$ cat src/rtl/permute_scatter_unit_pkg.sv
// Shared defaults for the lane scatter permutation block.
package permute_scatter_unit_pkg;

    localparam int unsigned DefaultLanes   = 4;
    localparam int unsigned DefaultWidth   = 8;
    localparam int unsigned DefaultSelWidth = 2;

endpackage

$ cat src/rtl/permute_dest_decode.sv
// Decodes one lane's destination index into an N-bit one-hot hit vector.
module permute_dest_decode #(
    parameter int unsigned N    = 4,
    parameter int unsigned SELW = 2
) (
    input  logic [SELW-1:0] sel,
    output logic [N-1:0]    hit,
    output logic            out_of_range
);

    // Zero-extend so the compare is correct for any SELW up to 32.
    logic [31:0] sel_ext;
    assign sel_ext = 32'(sel);

    always_comb begin
        hit = '0;
        for (int j = 0; j < int'(N); j++) begin
            hit[j] = (sel_ext == 32'(j));
        end
    end

    assign out_of_range = (sel_ext >= 32'(N));

endmodule

$ cat src/rtl/permute_scatter_unit.sv
// Registered N-lane scatter: each input lane is written to the output lane named by its sel.
module permute_scatter_unit
    import permute_scatter_unit_pkg::*;
#(
    parameter int unsigned N    = DefaultLanes,
    parameter int unsigned W    = DefaultWidth,
    parameter int unsigned SELW = DefaultSelWidth
) (
    input  logic              clk,
    input  logic              rst_n,
    input  logic              in_valid,
    input  logic [N*W-1:0]    in_bus,
    input  logic [N*SELW-1:0] sel_in_bus,
    output logic              out_valid,
    output logic [N*W-1:0]    out_bus,
    output logic [N-1:0]      out_mask,
    output logic              conflict
);

    function automatic logic [W-1:0] data_lane(input logic [N*W-1:0] bus, input int unsigned idx);
        return bus[idx*W +: W];
    endfunction

    function automatic logic [SELW-1:0] sel_lane(input logic [N*SELW-1:0] bus,
                                                 input int unsigned idx);
        return bus[idx*SELW +: SELW];
    endfunction

    logic [N-1:0] hit [N];
    logic [N-1:0] oor;

    for (genvar i = 0; i < int'(N); i++) begin : g_decode
        permute_dest_decode #(
            .N    (N),
            .SELW (SELW)
        ) u_decode (
            .sel          (sel_lane(sel_in_bus, i)),
            .hit          (hit[i]),
            .out_of_range (oor[i])
        );
    end

    logic [N*W-1:0] out_next;
    logic [N-1:0]   mask_next;
    logic           multi_hit;
    logic           conflict_next;

    // Ascending lane scan: later (higher-index) hits overwrite earlier ones.
    always_comb begin
        out_next  = '0;
        mask_next = '0;
        multi_hit = 1'b0;
        for (int j = 0; j < int'(N); j++) begin
            for (int i = 0; i < int'(N); i++) begin
                if (hit[i][j]) begin
                    if (mask_next[j]) begin
                        multi_hit = 1'b1;
                    end
                    mask_next[j]       = 1'b1;
                    out_next[j*W +: W] = data_lane(in_bus, i);
                end
            end
        end
        conflict_next = multi_hit | (|oor);
    end

    logic           out_valid_q;
    logic [N*W-1:0] out_bus_q;
    logic [N-1:0]   out_mask_q;
    logic           conflict_q;

    always_ff @(posedge clk or negedge rst_n) begin
        if (!rst_n) begin
            out_valid_q <= 1'b0;
            out_bus_q   <= '0;
            out_mask_q  <= '0;
            conflict_q  <= 1'b0;
        end else begin
            out_valid_q <= in_valid;
            if (in_valid) begin
                out_bus_q  <= out_next;
                out_mask_q <= mask_next;
                conflict_q <= conflict_next;
            end
        end
    end

    assign out_valid = out_valid_q;
    assign out_bus   = out_bus_q;
    assign out_mask  = out_mask_q;
    assign conflict  = conflict_q;

endmodule

$ cat config.mk
export PLATFORM = sky130hd
export DESIGN_NAME = permute_scatter_unit
export DESIGN_NICKNAME = d
export VERILOG_FILES = /design/src/rtl/permute_scatter_unit_pkg.sv /design/src/rtl/permute_dest_decode.sv /design/src/rtl/permute_scatter_unit.sv
export SDC_FILE = /design/constraint.sdc
export NUM_CORES = 1
export LEC_CHECK = 0
export BUFFER_PORTS_ARGS = -buffer_cell sky130_fd_sc_hd__buf_2
export CORE_ASPECT_RATIO = 1.4
export CORE_MARGIN = 5
export CORE_UTILIZATION = 25
export DETAILED_ROUTE_END_ITERATION = 6
export PLACE_DENSITY = 0.56
export SYNTH_ARGS = -nofsm -noshare
export SYNTH_HDL_FRONTEND = slang
export SYNTH_SLANG_ARGS = --single-unit
export TNS_END_PERCENT = 100
$ cat constraint.sdc
create_clock -name clk -period 1.6 [get_ports clk]
set_clock_uncertainty 0.15 [all_clocks]
set_input_delay 0.24 -clock clk [delete_from_list [all_inputs] [get_ports clk]]
set_output_delay 0.24 -clock clk [all_outputs]
set_load 0.03 [all_outputs]
After elaboration in Yosys (flattened, before gate mapping)
Index checks and enable logic that the tools add are counted.
- magnitude comparators: 4
- bitwise operators: 1
- muxes and demuxes: 56
- equal/unequal tests: 12
- reduce and logical (&&, ||, !) cells: 5
- operators by type and width (kind ; number):
    logical NOT 32 bit ; 4
    two-way mux 8 bit ; 16
    two-way mux 1 bit ; 40
    == test 2 bit, second input constant ; 8
    >= comparator 2 x 3 -> 1 bit, second input constant ; 4
    == test 2 x 1 -> 1 bit, second input constant ; 4
    OR reduction 4 bit ; 1
    bitwise OR 1 bit ; 1
- input port bits: 43
- register bits after elaboration: 38
- logic and storage cells: 82

Depth between registers and ports, before layout
Gate-level depths: netlist (run 1).
- depth in word-level cells: 27
- mapped depth: 6
- depth with buffers taken out: 4

Modules after synthesis
A second synthesis (run 1) with hierarchy kept.
- cell total of the unflattened synthesis: 349
- area, all modules: 2590.0 sq um
- modules (own cells, without submodules) (module ; times used ; cells an instance ; area an instance (sq um) ; seq. area each (sq um)):
    permute_scatter_unit ; 1 ; 325 ; 2439.8 ; 950.9
    permute_dest_decode ; 4 ; 6 ; 37.5 ; 0.0

Least setup slack after synthesis (run 1)
Ideal clock, no wire load.
- path type: input to register
- start: input sel_in_bus[3]
- end: register out_bus_q[16], in the netlist out_bus[16]
- setup slack: -0.014 ns
- arrival: 1.323 ns
- path buffers: 2
- data required time: 1.309 ns
- cell stages on the path: 6
- cells stage by stage: buf_6 -> nor2b_4 -> buf_6 -> mux2_1 -> a221oi_1 -> o31ai_1
- cells in the longest elaborated chain, start to end: 4
- ends and longest elaborated chain (element ; line ; source):
    start, declared ; permute_scatter_unit.sv:13 ; input logic [N*SELW-1:0] sel_in_bus,
    == test 2 bit ; permute_dest_decode.sv:18 ; hit[j] = (sel_ext == 32'(j));
    two-way mux 8 bit (3 in a row) ; permute_scatter_unit.sv:55 ; if (hit[i][j]) begin
    end signal, assigned ; permute_scatter_unit.sv:81 ; out_bus_q <= out_next;
    end, declared ; permute_scatter_unit.sv:68 ; logic [N*W-1:0] out_bus_q;
No other way between the ends.
A chain may end at the register's enable or synchronous reset.

Final worst setup path (run 1)
- start: input sel_in_bus[3]
- end: register out_bus_q[6], in the netlist out_bus[6]
- cells in the longest elaborated chain, start to end: 4
- ends and longest elaborated chain (element ; line):
    logical NOT 32 bit ; permute_dest_decode.sv:18
    two-way mux 8 bit (3 in a row) ; permute_scatter_unit.sv:55
No other way between the ends.

==> results.toml, run 1 <==
[status]
status = "completed"

[sta]
post-route-period-util_pct = 92.7
setup_viol = 0
rsz0062_at_grt = "false"
fmax_mhz = 674
timing.final.ws_setup_ns = 0.116
worstMarginPinSlew_ns = 0.583
finalHoldViolations = 0
period_needed_ns = 1.48
slew_violations = 0
slew_headroom_pct = 61.0

[cts]
cts_tree = "built"
clockBufferDepth = 2
htree_levels = 2
numCtsBuffers = 5
clock_latency_ns = 0.28
clock_sinks = 38
ctsRootBufferMaster = "clkbuf_16"
path_clk_slew_ns = 0.06

[synthesis]
yosysTopAreaCell = "dfrtp_1"
syn_avg_cell_area_sq_um = 9.21
synthesis.area_sq_um = 2780
synth-seq-cells = 38
synth_warnings = 0
ys_top_cells_by_area = "dfrtp_1 34%, nor2_1 7.7%, mux2_4 5.4%"
async_reset_ff_share_pct = 100
synth_ff_type = "dfrtp_1"
synth_edf_count = 0
yosysMostFrequentCell = "nor2_1"
synth_cell_type_count = 43
yosysTopAreaCellShare_pct = 34.2
ys_seq_area_share_pct = 34.2
synth_common_cells = "57 x nor2_1, 38 x dfrtp_1, 31 x nand2_1"
netlist_instances = 302
syn_nets = 345

[die]
rows = 45
design.core.area_sq_um = 10900
start_util_pct = 25.6
die_w_um = 99.1
die-area_sq_um = 13400
die_h_um = 135
pin_count = 81

[worst_hold_path]
min_path_type = "in2reg"

[worst_setup_path]
crit_required_ns = 1.66
cpMostUsedCell = "buf_4"
crit_chain = "buf_2 > buf_4 > buf_4 > o22ai_2 > o22ai_1 > a211o_1 > a21oi_1"
slowest_stage = "a211o_1"
startpoint_type = "primary input"
cpPeakStageDelay_ns = 0.30
path_delay_family = "compound AO/OA/AOI/OAI gates"
setup.worst_path.class = "in2reg"
cp-end-kind = "flip-flop"
crit_fanout = 6
cp.arrival_ns = 1.54
critical_path_buf_inv_count = 3

[route]
first_pass_iters = 4
vias_per_cell = 5.09
top_layer_used = "met4"
ant_nets = 0
met2_length_um = 4880
first_iter_violations = 161
drc = 0
drt-met1-wl_um = 4130
met3_length_um = 610
wl_per_cell_um = 18.3
vias = 2748
totalWireLength_um = 9860

[flow_run]
cap_viol_max_count = 0

[grt]
grt_pass1_vias = 2816
grt_pass1_wl_um = 15300
grt_usage_pct = 14.8
grt_max_degree = 34
antenna_found_initial = 0
globalRouteOverflowTotal = 0

[power_and_ir_drop]
total_power_mw = 3.28
leakagePower_nw = 1.69
ir_drop_uv = 385
power_density_nw_per_um2 = 893

[layout]
area_growth_pct = 31.9
fillers = 1162
drive_gt1_share_pct = 39.1
diodes = 0
final_nets = 441
instances_no_fill = 540

[placement]
io_buffers = 80
place_inst = 531
dpl_worst_slack_ns = -0.258
dp_hpwl_um = 7860
gp_congestion = 0.890
-- placed cells by master, fill, tap and decap left out, types with 2 or more instances in the layout --
master     count
a211o_1       15
clkbuf_16      5
a41oi_1        2
mux2_1         6
o31ai_1       10
nor2b_4        2
nand3b_1       2
buf_2         80
o21ai_0        2
nor2_1        57
mux2i_1       13
nand2_1       31
a21oi_4        2
dfrtp_1       38
nand3_1        2
o31ai_2        7
a21oi_1       23
a221oi_2       8
nand2b_1       6
mux2_4        10
buf_4         31
a31oi_1        9
a221oi_1       8
nor2b_1        3
buf_12         4
-- path summary, 6_finish.rpt --
path	to	slack (ns)	startpoint	depth (start not counted)
max in group asynchronous	out_bus[11]	0.59	rst_n	3
min reg2reg	out_bus[9]	0.34	out_bus[9]	2
max	out_bus[6]	0.12	sel_in_bus[3]	7
min	out_bus[30]	0.12	in_bus[30]	3
min in group asynchronous	out_mask[1]	0.27	rst_n	2
max reg2reg	out_bus[31]	0.75	out_bus[31]	1
-- power by group --
part | internal (mW) | switching, mW
combinational | 0.418 | 0.705
sequential | 1.08 | 0.0626
clock | 0.618 | 0.393
-- flip-flops by register name, summed over array words and instances (netlist names) --
name / cells
out_valid: 1
out_mask: 4
conflict: 1
out_bus: 32
-- worst min-delay path: stages --
cell     delay, ns
buf_2         0.14
nand2_1       0.06
a31oi_1       0.07
-- area by class of cell --
cell class	instances	area, sq um	area share (%)
Clock buffer	7	143	3.89
Clock inverter	1	5.00	0.136
Inverter	1	3.75	0.102
Multi-Input combinational cell	236	1670	45.4
Sequential cell	38	951	25.9
Tap cell	141	176	4.81
Timing Repair Buffer	116	723	19.7
-- kinds of logic after synthesis --
| kind of cell | share of synthesized area, % |
|---|---|
| AND/OR/NAND/NOR | 18.7 |
| flip-flops | 34.2 |
| buffers and inverters | 5.98 |
| XOR/XNOR | 0.315 |
| AO/OA/AOI/OAI | 28.3 |
| multiplexers | 12.5 |
-- routing by layer --
layer	vias to the layer above	track usage, %
li1	1301	-
met1	1327	18.8
met2	102	25.0
met3	18	3.00
met4	0	4.48
met5	-	0
-- stage by stage --
| step | hold slack, ns | utilization [%] | area [sq um] | setup TNS [ns] |
|---|---|---|---|---|
| final | 0.118 | 33.8 | 3670 | 0 |
| after global placement | 0.0410 | 32.3 | 3510 | -3.92 |
| after global routing | 0.119 | 33.8 | 3670 | 0 |
| after floorplan | -0.206 | - | 2790 | 0 |
| after detailed placement | 0.0460 | 32.3 | 3510 | -4.81 |
| after CTS | 0.117 | 33.7 | 3670 | 0 |
-- timing repair --
item / in CTS / in global routing
hold endpoints to repair: 12 / 0
gates resized for setup: 0 / 1
setup endpoints to repair: 0 / 7
hold buffers: 1 / 0
setup buffers: 0 / 0
(Power assumes the default switching activity.)
==> inputs of run 2 (changes only) <==
Settings changed: PLACE_DENSITY 0.56 to 0.5, SETUP_SLACK_MARGIN set to 0.05.
==> run 2 against run 1 <==
Compared with the run above:
- hold slack better by 0.0065 ns
- die area stayed put
- largest cell class unchanged
- clock power grew 12%
- global-route usage is 0.15 points higher
- sequential power hardly changed
- final area up 1.2%
- first-iteration DRC count decreased by 11%
- critical path depth fell by 2
- sequential cell count is the same
==> results.toml, run 2 (same netlist as run 1, synthesis figures left out) <==
[status]
status = "completed"

[route]
vias = 2740
first_iter_violations = 144
totalWireLength_um = 9930
ant_nets = 0
vias_per_cell = 5.09
wl_per_cell_um = 18.4
first_pass_iters = 4
drc = 0

[die]
die-area_sq_um = 13400
start_util_pct = 25.6
pin_count = 81
design.core.area_sq_um = 10900
rows = 45
die_w_um = 99.1
die_h_um = 135

[cts]
clock_sinks = 38
clock_latency_ns = 0.28
htree_levels = 2
post_cts_buffers = 0
clockBufferDepth = 2
cts_tree = "built"
numCtsBuffers = 5
ctsRootBufferMaster = "clkbuf_16"
path_clk_slew_ns = 0.06

[sta]
fmax_mhz = 673
slew_violations = 0
post-route-period-util_pct = 92.9
finalHoldViolations = 0
period_needed_ns = 1.49
worstMarginPinSlew_ns = 0.501
rsz0062_at_grt = "false"
slew_headroom_pct = 66.6
setup_viol = 0
tns_ns = 0
whs_ns = 0.124
timing.final.ws_setup_ns = 0.114

[worst_setup_path]
setup.worst_path.class = "in2reg"
startpoint_type = "primary input"
crit_required_ns = 1.61
crit_fanout = 9
cp.arrival_ns = 1.50
cp-end-kind = "flip-flop"

[flow_run]
cap_viol_max_count = 0

[layout]
area_growth_pct = 33.5
fin_util_pct = 34.2
multi_input_area_sq_um = 1700
layout_commonest_cell = "buf_2"
postLayoutCellArea_sq_um = 3710
fillers = 1160
diodes = 0
final_nets = 439
largest_reg_flops = 32
regArea_sq_um = 951
final_cell_mix = "79 x buf_2, 57 x nor2_1, 38 x dfrtp_1, 31 x nand2_1, 28 x buf_4"
instances_no_fill = 538
drive_gt1_share_pct = 39.5

[grt]
grt_max_degree = 34
grt_pass1_vias = 2734
grt_usage_pct = 14.9
grt_pass1_wl_um = 15400
globalRouteOverflowTotal = 0
antenna_found_initial = 0

[placement]
dpl_worst_slack_ns = -0.222
place_inst = 529
io_buffers = 80
post_dp_cell_area_sq_um = 3530
dp_hpwl_um = 8000
gp_congestion = 0.931

[power_and_ir_drop]
total_power_mw = 3.40
ir_drop_uv = 354
leakagePower_nw = 1.70
power_density_nw_per_um2 = 917

[worst_hold_path]
min_path_type = "in2reg"
==> run 2: changes by cell type in the layout (fill, tap and decap cells not counted), sizes merged <==
cell,change
buf,-3
bufinv,+1
clkbuf,+1
clkinv,-1
==> run 2: metal layers <==
| metal | vias to the layer above | GRT usage (%) | share of wire (%) |
|---|---|---|---|
| li1 | 1306 | - | - |
| met5 | - | 0 | 0 |
| met2 | 87 | 26.6 | 52 |
| met3 | 7 | 2.64 | 5.3 |
| met4 | 0 | 3.87 | 0.97 |
| met1 | 1340 | 18.4 | 42 |
==> run 2: what timing repair did <==
item	CTS	global route
endpoints found under the hold margin	17	0
hold buffers	1	0
resized for setup	0	3
endpoints found under the setup margin	0	20
==> run 2: critical path, stage by stage <==
cell and delay (ns):
clkbuf_4 0.19, nor2b_4 0.27, mux2_4 0.33, a221oi_1 0.34
o31ai_1 0.12
==> run 2: report_power, final <==
group	total, mW	switching (mW)	internal (mW)
Combinational	1.13	0.710	0.425
Sequential	1.14	0.0601	1.08
Clock	1.13	0.395	0.737
Total	3.40	1.16	2.24
==> run 2: path summary, 6_finish.rpt <==
kind	start	to	slack, ns	cells past startpoint
worst max-delay path	sel_in_bus[2]	out_bus[21]	0.11	5
worst min-delay path	in_bus[27]	out_bus[27]	0.12	3
worst max register to register	out_bus[31]	out_bus[31]	0.76	1
worst min register to register	out_bus[23]	out_bus[23]	0.33	2
max in group asynchronous	rst_n	out_bus[0]	0.50	3
min in group asynchronous	rst_n	out_bus[11]	0.31	2
==> run 2: final cells by class <==
class,count,share of cell area [%]
Timing Repair Buffer,114,19.5
Sequential cell,38,25.6
Inverter,1,0.101
Clock inverter,1,0.809
Multi-Input combinational cell,236,45.7
Clock buffer,7,3.57
Tap cell,141,4.75
==> inputs of run 3 (changes only) <==
Settings changed: CORE_UTILIZATION 25 to 40, PLACE_DENSITY 0.5 to 0.7.
==> run 3 against run 2 <==
Compared with the run above:
- final area decreased by 2.8%
- clock power decreased by 26%
- critical path depth increased by 2
- largest cell class unchanged
- via count increased by 1.8%
- sequential cell count unchanged
- core utilization increased by 18 points
- hold slack got worse by 0.031 ns
- global-route usage increased by 5.9 points
- highest routed layer unchanged
- wire length decreased by 11%
- combinational power about the same
- register-to-register slack about the same
- sequential power about the same
==> results.toml, run 3 (same netlist as run 1, synthesis figures left out) <==
[worst_setup_path]
slowest_stage = "mux2_4"
cpPeakStageDelay_ns = 0.30
startpoint_type = "primary input"
worst-path-stages = 7
crit_chain = "buf_2 > buf_4 > nor2b_4 > buf_12 > mux2_4 > a221oi_2 > o31ai_2"
crit_required_ns = 1.62
cp.arrival_ns = 1.49
r2r_cells = 1
crit_fanout = 7
cp-end-kind = "flip-flop"
setup.worst_path.class = "in2reg"
critical_path_buf_inv_count = 3
path_delay_family = "buffers and inverters"

[layout]
area_growth_pct = 29.7
largest_reg_flops = 32
final_cell_mix = "79 x buf_2, 57 x nor2_1, 38 x dfrtp_1, 32 x buf_4, 31 x nand2_1"
fin_util_pct = 52.4
final_nets = 442
postLayoutCellArea_sq_um = 3610
regArea_sq_um = 951
multi_input_area_sq_um = 1690
layout_commonest_cell = "buf_2"
diodes = 0
drive_gt1_share_pct = 40.1
fillers = 678

[route]
totalWireLength_um = 8880
met2_length_um = 4560
vias_per_cell = 5.64
vias = 2788
wl_per_cell_um = 18.0
met3_length_um = 406
drt-met1-wl_um = 3540
first_iter_violations = 181
ant_nets = 0
drc = 0
first_pass_iters = 5
top_layer_used = "met4"

[placement]
dp_hpwl_um = 6980
io_buffers = 80
dpl_worst_slack_ns = -0.206
gp_congestion = 0.972
post_dp_cell_area_sq_um = 3480

[sta]
finalHoldViolations = 0
slew_violations = 0
worstMarginPinSlew_ns = 0.602
setup_viol = 0
timing.final.ws_setup_ns = 0.135
period_needed_ns = 1.47
post-route-period-util_pct = 91.6
slew_headroom_pct = 59.9
fmax_mhz = 683
rsz0062_at_grt = "false"

[status]
status = "completed"

[worst_hold_path]
min_path_type = "in2reg"
holdPathStages = 3

[die]
pin_count = 81
die_h_um = 109
die_w_um = 80.5
design.core.area_sq_um = 6890
die-area_sq_um = 8740
rows = 36
start_util_pct = 40.4

[cts]
htree_levels = 2
clock_sinks = 38
numCtsBuffers = 5
ctsRootBufferMaster = "clkbuf_8"
path_clk_slew_ns = 0.08
cts_tree = "built"
clock_latency_ns = 0.29
clockBufferDepth = 2

[grt]
antenna_found_initial = 0
grt_pass1_vias = 2796
grt_max_degree = 34
grt_usage_pct = 20.9
globalRouteOverflowTotal = 0
grt_pass1_wl_um = 14000

[power_and_ir_drop]
ir_drop_uv = 486
power_density_nw_per_um2 = 858
leakagePower_nw = 1.68

[flow_run]
cap_viol_max_count = 0
run 3: cell count changes in the layout (fill, tap and decap cells not counted), sizes merged:
cell    change
buf         +3
clkbuf      -1
run 3: metrics by stage:
| stage | power, mW | setup TNS [ns] | std cells | hold WS (ns) |
|---|---|---|---|---|
| floorplan | 1.86 | 0 | 302 | -0.206 |
| global placement | 2.27 | -3.15 | 486 | 0.0695 |
| detailed placement | 2.28 | -4.03 | 486 | 0.0794 |
| CTS | 3.12 | 0 | 494 | 0.0900 |
| global route | 3.24 | 0 | 494 | 0.102 |
| finish | 3.09 | 0 | 494 | 0.0936 |
run 3: final cells by class:
class | instances | share of cell area, %
Clock buffer | 6 | 2.29
Clock inverter | 1 | 0.832
Inverter | 1 | 0.104
Multi-Input combinational cell | 236 | 46.8
Sequential cell | 38 | 26.4
Tap cell | 95 | 3.29
Timing Repair Buffer | 117 | 20.3
run 3: final timing paths:
kind                          startpoint     endpoint  slack [ns]
max reg2reg                  out_bus[31]  out_bus[31]        0.75
max                        sel_in_bus[3]  out_bus[10]        0.13
min in group asynchronous          rst_n  out_bus[26]        0.29
min reg2reg                  out_bus[17]  out_bus[17]        0.34
max in group asynchronous          rst_n  out_bus[28]        0.45
min                           in_bus[29]  out_bus[29]        0.09
run 3: tightest hold or removal path: cells and delay by family:
family,cells,cell delay (ns)
buffers and inverters,1,0.13
and+or+nand+nor,1,0.06
AOI/OAI and AO/OA,1,0.07
run 3: metal layers:
layer  vias to the layer above  global-route usage [%]
li1                       1308                       -
met1                      1358                    24.9
met2                        97                    36.3
met3                        25                    2.48
met4                         0                    11.0
met5                         -                       0
run 3: what timing repair did:
action	in CTS	in global routing
resized for setup	0	1
hold endpoints to repair	19	0
hold buffers	1	0
setup buffers	0	0
setup endpoints to repair	0	2
run 3: power by group:
group	total (mW)	internal, mW	switching, mW
sequential	1.14	1.08	0.0642
combinational	1.12	0.424	0.695
clock	0.835	0.499	0.336
total	3.09	2.00	1.09
